===== config.mk =====
export PLATFORM = sky130hd
export DESIGN_NAME = nexus_rr_arbiter_16
export DESIGN_NICKNAME = d
export VERILOG_FILES = /design/src/rtl/nexus_rr_arbiter_16.sv
export SDC_FILE = /design/constraint.sdc
export NUM_CORES = 1
export LEC_CHECK = 0
export ABC_AREA = 1
export CAP_MARGIN = 20
export CORE_ASPECT_RATIO = 0.7
export CORE_MARGIN = 1.5
export CORE_UTILIZATION = 55
export DETAILED_ROUTE_END_ITERATION = 7
export PLACE_DENSITY_LB_ADDON = 0.08
export SLEW_MARGIN = 0
export SYNTH_ARGS = -nofsm -noshare
export SYNTH_HDL_FRONTEND = slang
export SYNTH_SLANG_ARGS = --single-unit

===== constraint.sdc =====
create_clock -name i_clk -period 10.9 [get_ports i_clk]
set_input_delay 1.09 -clock i_clk [delete_from_list [all_inputs] [get_ports i_clk]]
set_output_delay 1.09 -clock i_clk [all_outputs]
set_load 0.01 [all_outputs]

===== src/rtl/nexus_rr_arbiter_16.sv =====
// nexus_rr_arbiter_16: round-robin burst arbiter with stall watchdog; NEXUS_ARB_STRICT0_EN makes requester 0 strict-priority
module nexus_rr_arbiter_16 #(
  parameter int TIMEOUT = 64,
  parameter int TO_W = $clog2(TIMEOUT + 1)
) (
  input  logic        i_clk,
  input  logic        i_rst,
  input  logic [15:0] i_req,
  input  logic [15:0] i_last,
  input  logic        i_ready,
  output logic [15:0] o_gnt,
  output logic [3:0]  o_gnt_idx,
  output logic        o_gnt_valid,
  output logic        o_xfer,
  output logic        o_timeout
);
  typedef enum logic {IDLE, BUSY} state_t;
  state_t state, state_n;
  logic [3:0] ptr, ptr_n, sel_idx, gnt_idx_n;
  logic [15:0] masked, gnt_n;
  logic [TO_W-1:0] wd, wd_n;
  logic busy, wd_hit, rel, load, valid_n;
  function automatic logic [3:0] lowest(input logic [15:0] v);
    lowest = 4'd0;
    for (int i = 15; i >= 0; i--)
      if (v[i]) lowest = 4'(i);
  endfunction
  assign busy = state == BUSY;
  assign o_xfer = o_gnt_valid & i_req[o_gnt_idx] & i_ready;
  assign wd_hit = busy & ~o_xfer & (wd == TO_W'(TIMEOUT - 1));
  assign rel = busy & ((o_xfer & i_last[o_gnt_idx]) | wd_hit);
  assign load = (~busy | rel) & (|i_req);
  assign masked = i_req & ~((16'd1 << ptr_n) - 16'd1);
`ifdef NEXUS_ARB_STRICT0_EN
  assign ptr_n = (rel && o_gnt_idx != 4'd0) ? o_gnt_idx + 4'd1 : ptr;
  assign sel_idx = i_req[0] ? 4'd0 : (|masked) ? lowest(masked) : lowest(i_req);
`else
  assign ptr_n = rel ? o_gnt_idx + 4'd1 : ptr;
  assign sel_idx = (|masked) ? lowest(masked) : lowest(i_req);
`endif
  always_comb begin
    state_n = load ? BUSY : rel ? IDLE : state;
    wd_n = (~busy | load | rel | o_xfer) ? '0 : wd + TO_W'(1);
  end
  always_comb begin
    gnt_n = load ? 16'd1 << sel_idx : rel ? '0 : o_gnt;
    gnt_idx_n = load ? sel_idx : rel ? 4'd0 : o_gnt_idx;
    valid_n = load | (busy & ~rel);
  end
  always_ff @(posedge i_clk) begin
    if (i_rst) begin
      state <= IDLE;
      ptr <= '0;
      wd <= '0;
      o_gnt <= '0;
      o_gnt_idx <= '0;
      o_gnt_valid <= 1'b0;
      o_timeout <= 1'b0;
    end else begin
      state <= state_n;
      ptr <= ptr_n;
      wd <= wd_n;
      o_gnt <= gnt_n;
      o_gnt_idx <= gnt_idx_n;
      o_gnt_valid <= valid_n;
      o_timeout <= wd_hit;
    end
  end
endmodule


==> results.txt, run 1 <==
----------------------------------------------------
[Logic synthesis]
  Share of Yosys cell area claimed by the top area cell type ... 0.267
  Post-synthesis instance area ... 0.00255 mm²
  Cell count after synthesis ... 420
  Post-synthesis async set-or-reset flop share ... 0
  Count of flip-flops with a built-in enable after synthesis ... 0
  Net Count, Synth ... 458
  Most frequently used cell type in the post-synthesis netlist ... sky130_fd_sc_hd__nand2_1
  Warnings, synthesis ... 0
  Largest family of logic cells by synthesized area ... simple AND/OR/NAND/NOR gates
  Commonest cells post-synth ... sky130_fd_sc_hd__nand2_1, sky130_fd_sc_hd__inv_1, sky130_fd_sc_hd__nor2_1
  Syn Area/Cell ... 6.07 µm²
  Synth Register Bits ... 34
  Part of the Yosys area used for sequential elements ... 0.267
  Synth Area in Compound Gates ... 0.109
  Share of synthesized cell area in full adder, half adder and majority cells ... 0.0147
  Multiplexer share of the synthesized area ... 0
  Cells taking the most area after synthesis ... sky130_fd_sc_hd__dfxtp_1, sky130_fd_sc_hd__nand2_1, sky130_fd_sc_hd__nand3_1
  Biggest area consumer among synthesized cells ... sky130_fd_sc_hd__dfxtp_1
  Predominant post-synthesis flop cell ... sky130_fd_sc_hd__dfxtp_1
  XOR/XNOR Fraction of Synth Area ... 0.00688
  Synthesized-area fraction occupied by and/or/nand/nor cells ... 0.476
  Count of cell types in the netlist ... 40

[Critical path]
  CP Class ... input pin to flip-flop
  Startpoint Class ... input pin
  Cell with the largest stage delay on the worst path ... sky130_fd_sc_hd__clkdlybuf4s50_1
  Endpoint type of the worst setup path ... flip-flop
  Most used cell along the critical path ... sky130_fd_sc_hd__nand2_1
  Required time worst endpoint ... 11.03 ns
  Highest net fanout along the worst path ... 8
  Stage delay of the slowest cell on the critical path ... 0.52 ns
  Crit-path leading delay family ... simple AND/OR/NAND/NOR gates
  Data arrival time of the critical path ... 5.19 ns
  Number of buffers and inverters on the critical path ... 8

[Route]
  DRC violations left ... 0
  Routed Wire Length ... 6960 µm
  Number of vias after detailed routing ... 2841
  Number of vias per cell after detailed routing ... 5.37
  Post-route antenna net violation count ... 0
  Drt wl/cell ... 13.2 µm
  Pre-Repair DR Iteration Count ... 7
  Number of violations reported at the end of detailed-routing iteration 0 ... 204

[Clock network]
  Clock slew at the register clock pins of the worst setup and hold paths ... 0.06 ns
  TritonCTS clock tree ... built
  Number of setup buffers added after CTS ... 0
  Buffer type at the clock tree root ... sky130_fd_sc_hd__clkbuf_8
  Buffers from clock root to sink, at most ... 2
  Inserted Clock Buffers ... 5
  CTS sink count ... 34
  Latest clock arrival within the worst-skew pair ... 0.28 ns
  CTS hold repair buffers ... 0
  Gates resized, CTS repair ... 0
  Count of H-tree levels built during CTS ... 2

[Pwr]
  VDD IR-drop max ... 83.0 µV
  Areal power density over the cells ... 109 mW/mm²
  Overall power consumption ... 0.350 mW
  Pleak ... 1.37 nW

[Place]
  Routability cong. ... 1.02
  Number of buffers inserted by port buffering ... 57
  Sum of net half-perimeters after detailed placement ... 5320 µm

[Timing]
  Worst slack on hold paths ... 0.459 ns
  Unrepaired setup endpoints after global routing ... no
  Fin crit share ... 0.464
  Relative slew margins ... 0.313
  Total count of hold-check failures in the final report ... 0
  Post-Route Setup TNS ... 0 ns
  Slew at the pin with the worst max-slew slack ... 1.03 ns
  Achievable clock frequency ... 0.198 GHz
  Count of endpoints failing setup in the final report ... 0
  Clock tree skew after final layout ... 0.00179 ns
  Tmin final ... 5.06 ns
  Number of slew-limit violations in the final report ... 0

[Layout]
  Share of post-route cells with drive strength above 1 ... 0.0970
  Number of nets in the layout ... 512
  Diode count ... 0
  Synth-to-layout area growth ... 25.7%

[Global routing]
  First-pass GRT wire length ... 11400 µm
  Number of antenna violations at the first check in global routing ... 0
  GR Layer Usage met2 ... 0.450
  Number of global-route vias before repair ... 2498
  Aggregate global routing overflow ... 0
  Most Used Layer, Global Route ... met2
  Maximum number of pins on one net before global-route repair ... 29
  Global routing usage summed across all routing layers ... 0.280
  Global-route track usage on met3 ... 0.0539
  Met1 demand-to-capacity share in global routing ... 0.404

[Min path]
  Worst hold path class ... flip-flop to flip-flop

[Outcome]
  Outcome ... finished, final reports clean

[Flow run]
  Reported max-cap violation count ... 0

[Floorplan]
  Area enclosed by the die boundary ... 0.00506 mm²
  Initial standard-cell utilization of the core ... 0.578
  Area of the core region ... 0.00440 mm²
  Vertical die dimension ... 59.9 µm
  Top-level port count ... 58
  Die Wd ... 84.3 µm
  Row count ... 20

----------------------------------------------------
[metal layers]
layer	wire (µm)	share of wire	vias to the layer above
met5	0	0	-
met4	23	0.0033	0
met3	545	0.078	5
met2	3080	0.44	114
met1	3320	0.48	1274
li1	-	-	1448
[per-stage QoR]
stage | setup slack [ns] | instances | util | instance area, µm²
after floorplan | 6.80 | 420 | - | 2550
after global placement | 5.79 | 522 | 0.710 | 3130
after detailed placement | 5.69 | 522 | 0.710 | 3130
after CTS | 5.97 | 529 | 0.727 | 3200
after global routing | 5.38 | 529 | 0.727 | 3200
final | 5.84 | 529 | 0.727 | 3200
[layout make-up]
class | count | area, µm²
Fill cell | 354 | 1200
Timing Repair Buffer | 57 | 571
Multi-Input combinational cell | 308 | 1540
Sequential cell | 34 | 681
Tap cell | 55 | 68.8
Clock buffer | 7 | 76.3
Inverter | 68 | 263
[placed cells by master, fill, tap and decap left out, drive strengths merged]
cell and count:
inv 68, xor2 1, clkdlybuf4s50 57, o31ai 2, a21oi 22, nor2 62, xnor2 1, clkbuf 7
a311oi 1, o21ai 12, dfxtp 34, nand2 124, ha 3, nand3 48, nand3b 1, nand4 14
nor3 3, or2 2, nor3b 3, and3 1, o211ai 5, nor4 2, a211oi 1
[worst paths after layout]
path              slack, ns  endpoint  cells after the start          from
setup reg to reg       6.32  o_gnt[4]                     31  o_gnt_idx[0]
hold / removal         0.46     wd[0]                      1         wd[0]
hold reg to reg        0.46     wd[0]                      1         wd[0]
setup / recovery       5.84  o_gnt[4]                     33      i_req[6]
[power by group]
group,switching (mW),total (mW),internal [mW]
sequential,0.00809,0.138,0.129
combinational,0.0788,0.128,0.0490
clock,0.0411,0.0850,0.0439
total,0.128,0.350,0.222
[worst register-to-register path, delay by kind of cell, from the launching register on]
| kind | cells | cell delay [ns] |
|---|---|---|
| simple gates | 22 | 2.49 |
| fa+ha+maj | 1 | 0.24 |
| flops | 1 | 0.83 |
| compound gates | 1 | 0.26 |
| buf+inv | 7 | 0.61 |
[state kept, by name (all words and copies together) (netlist names)]
signal / flops
o_timeout: 1
o_gnt_idx: 4
wd: 7
o_gnt: 16
o_gnt_valid: 1
busy: 1
ptr: 4
[cell families (layout without fill, tap and decap cells)]
kind of cell	count (synthesis)	in the layout
and+or+nand+nor	260	260
DFF	34	34
adders and majority gates	3	3
AOI/OAI and AO/OA	43	43
xor gates and xnor gates	2	2
buffers and inverters	78	132
No activity file was read; power rests on OpenSTA's default activity.
==> run 2, diff against run 1 <==
--- a/config.mk
+++ b/config.mk
@@ -9,7 +9,7 @@
 export CAP_MARGIN = 20
 export CORE_ASPECT_RATIO = 0.7
 export CORE_MARGIN = 1.5
-export CORE_UTILIZATION = 55
+export CORE_UTILIZATION = 51
 export DETAILED_ROUTE_END_ITERATION = 7
 export PLACE_DENSITY_LB_ADDON = 0.08
 export SLEW_MARGIN = 0
==> constraint.sdc (replaced) <==
create_clock -name i_clk -period 5.2 [get_ports i_clk]
set_input_delay 0.52 -clock i_clk [delete_from_list [all_inputs] [get_ports i_clk]]
set_output_delay 0.52 -clock i_clk [all_outputs]
set_load 0.01 [all_outputs]
==> results.txt, run 2 (same netlist as run 1, synthesis figures left out) <==
----------------------------------------------------
[Global routing]
  First-pass GRT wire length ... 11200 µm
  Number of global-route vias before repair ... 2428
  Maximum number of pins on one net before global-route repair ... 29
  Global routing usage summed across all routing layers ... 0.259
  Number of antenna violations at the first check in global routing ... 0
  Aggregate global routing overflow ... 0

[Critical path]
  Worst reg2reg setup slack ... 0.75 ns
  Startpoint Class ... flip-flop
  CP Class ... flip-flop to flip-flop
  Number of buffers and inverters on the critical path ... 7
  Worst-case reg-to-reg path depth ... 31
  Capturing point of the worst reg2reg path ... o_gnt[0]
  Cell with the largest stage delay on the worst path ... sky130_fd_sc_hd__dfxtp_1
  Crit-path leading delay family ... simple AND/OR/NAND/NOR gates
  Stage delay of the slowest cell on the critical path ... 0.80 ns
  Data arrival time of the critical path ... 4.59 ns
  FF-to-FF Start ... o_gnt_idx[0]
  Endpoint type of the worst setup path ... flip-flop
  Highest net fanout along the worst path ... 20
  CP Depth ... 31
  Required time worst endpoint ... 5.34 ns

[Layout]
  Non-filler cells in the finished layout ... 546
  Registers with the highest flip-flop counts ... o_gnt: 16 flops, wd: 7 flops
  Number of fillers in the final layout ... 454
  Number of nets in the layout ... 514
  Synth-to-layout area growth ... 27.6%
  Highest-count cells in the layout ignoring fill and taps ... sky130_fd_sc_hd__nand2_1, sky130_fd_sc_hd__inv_1, sky130_fd_sc_hd__clkdlybuf4s50_1, sky130_fd_sc_hd__nor2_1, sky130_fd_sc_hd__nand3_1
  Final instance area ... 0.00325 mm²
  Register with the highest flop count ... o_gnt
  Most common cell after layout, fill and taps aside ... sky130_fd_sc_hd__nand2_1
  Diode count ... 0
  Flip-flop count of the largest register, all copies and words added ... 16
  Share of post-route cells with drive strength above 1 ... 0.105
  Finished Core Util ... 0.680

[Floorplan]
  Initial standard-cell utilization of the core ... 0.533
  Die Wd ... 87.5 µm
  Vertical die dimension ... 62.1 µm
  Area enclosed by the die boundary ... 0.00543 mm²
  Area of the core region ... 0.00478 mm²
  Row count ... 21
  Top-level port count ... 58

[Clock network]
  Clock slew at the register clock pins of the worst setup and hold paths ... 0.07 ns
  TritonCTS clock tree ... built
  Number of setup buffers added after CTS ... 0
  Buffers from clock root to sink, at most ... 2
  Count of H-tree levels built during CTS ... 2
  CTS hold repair buffers ... 0
  Gates resized, CTS repair ... 0
  CTS sink count ... 34
  Buffer type at the clock tree root ... sky130_fd_sc_hd__clkbuf_8
  Inserted Clock Buffers ... 5
  Latest clock arrival within the worst-skew pair ... 0.28 ns

[Route]
  DRC violations left ... 0
  Post-route antenna net violation count ... 0
  Number of vias after detailed routing ... 2738
  Drt wl/cell ... 12.3 µm
  Pre-Repair DR Iteration Count ... 4
  Number of vias per cell after detailed routing ... 5.01
  Routed Wire Length ... 6700 µm
  Number of violations reported at the end of detailed-routing iteration 0 ... 134

[Timing]
  Slew at the pin with the worst max-slew slack ... 0.974 ns
  Tmin final ... 4.45 ns
  Total count of hold-check failures in the final report ... 0
  Relative slew margins ... 0.349
  Count of endpoints failing setup in the final report ... 0
  Unrepaired setup endpoints after global routing ... no
  Number of slew-limit violations in the final report ... 0
  Achievable clock frequency ... 0.225 GHz
  Worst slack on hold paths ... 0.450 ns
  Worst-case setup margin in the final layout ... 0.747 ns
  Post-Route Setup TNS ... 0 ns
  Fin crit share ... 0.856
  Clock tree skew after final layout ... 0.00843 ns

[Min path]
  Terminating pin of the worst hold path ... wd[0]
  Worst hold path class ... flip-flop to flip-flop
  Number of cells on the worst hold path ... 1
  Worst Hold Launch ... wd[0]

[Place]
  Routability cong. ... 0.964
  Number of buffers inserted by port buffering ... 57
  Cell count after placement ... 538
  Sum of net half-perimeters after detailed placement ... 5330 µm
  Post-Place Cell Area ... 0.00316 mm²
  Worst slack at placement ... 0.553 ns

[Pwr]
  Areal power density over the cells ... 231 mW/mm²
  Pleak ... 1.39 nW
  Overall power consumption ... 0.752 mW
  VDD IR-drop max ... 190 µV

[Outcome]
  Outcome ... finished, final reports clean

[Flow run]
  Reported max-cap violation count ... 0

----------------------------------------------------
-- run 2: how the worst max path moves through the flow --
stage                      start       end  slack (ns)
finish              o_gnt_idx[0]  o_gnt[0]        0.75
global route        o_gnt_idx[0]  o_gnt[0]        0.26
CTS                 o_gnt_idx[0]  o_gnt[0]        0.80
detailed placement     i_req[15]  o_gnt[0]        0.55
global placement       i_req[15]  o_gnt[0]        0.65
floorplan                  wd[0]  o_gnt[0]        1.54
-- run 2: worst reg2reg max path, delay by kind of cell (launching register included) --
| family | cells | cell delay [ns] |
|---|---|---|
| AOI/OAI and AO/OA | 1 | 0.25 |
| adders and majority gates | 1 | 0.24 |
| buffers and inverters | 7 | 0.62 |
| DFF | 1 | 0.80 |
| and+or+nand+nor | 22 | 2.41 |
-- run 2: power by group --
group / total [mW] / internal, mW / switching, mW
combinational: 0.271 / 0.105 / 0.166
clock: 0.196 / 0.107 / 0.0892
sequential: 0.284 / 0.271 / 0.0132
-- run 2: final cells by class --
cell class / instances / area (µm²) / share of cell area
multi-input combinational: 308 / 1540 / 0.475
sequential: 34 / 681 / 0.209
timing repair buffer: 59 / 586 / 0.180
inverter: 68 / 263 / 0.0808
clock buffer: 7 / 86.3 / 0.0266
tap: 69 / 86.3 / 0.0266
clock inverter: 1 / 5.00 / 0.00154
-- run 2: layer usage --
layer / track usage / wire [µm] / vias up
li1: - / - / 1454
met1: 0.391 / 3470 / 1192
met3: 0.0625 / 571 / 2
met5: 0 / 0 / -
met2: 0.384 / 2650 / 90
met4: 0.0298 / 6 / 0
==> run 3, diff against run 2 <==
--- a/config.mk
+++ b/config.mk
@@ -12,7 +12,7 @@
 export CORE_UTILIZATION = 51
 export DETAILED_ROUTE_END_ITERATION = 7
 export PLACE_DENSITY_LB_ADDON = 0.08
-export SLEW_MARGIN = 0
+export SLEW_MARGIN = 20
 export SYNTH_ARGS = -nofsm -noshare
 export SYNTH_HDL_FRONTEND = slang
 export SYNTH_SLANG_ARGS = --single-unit
==> results of run 3 <==
The final DEF is identical to that of run 2; final timing and power are the same.
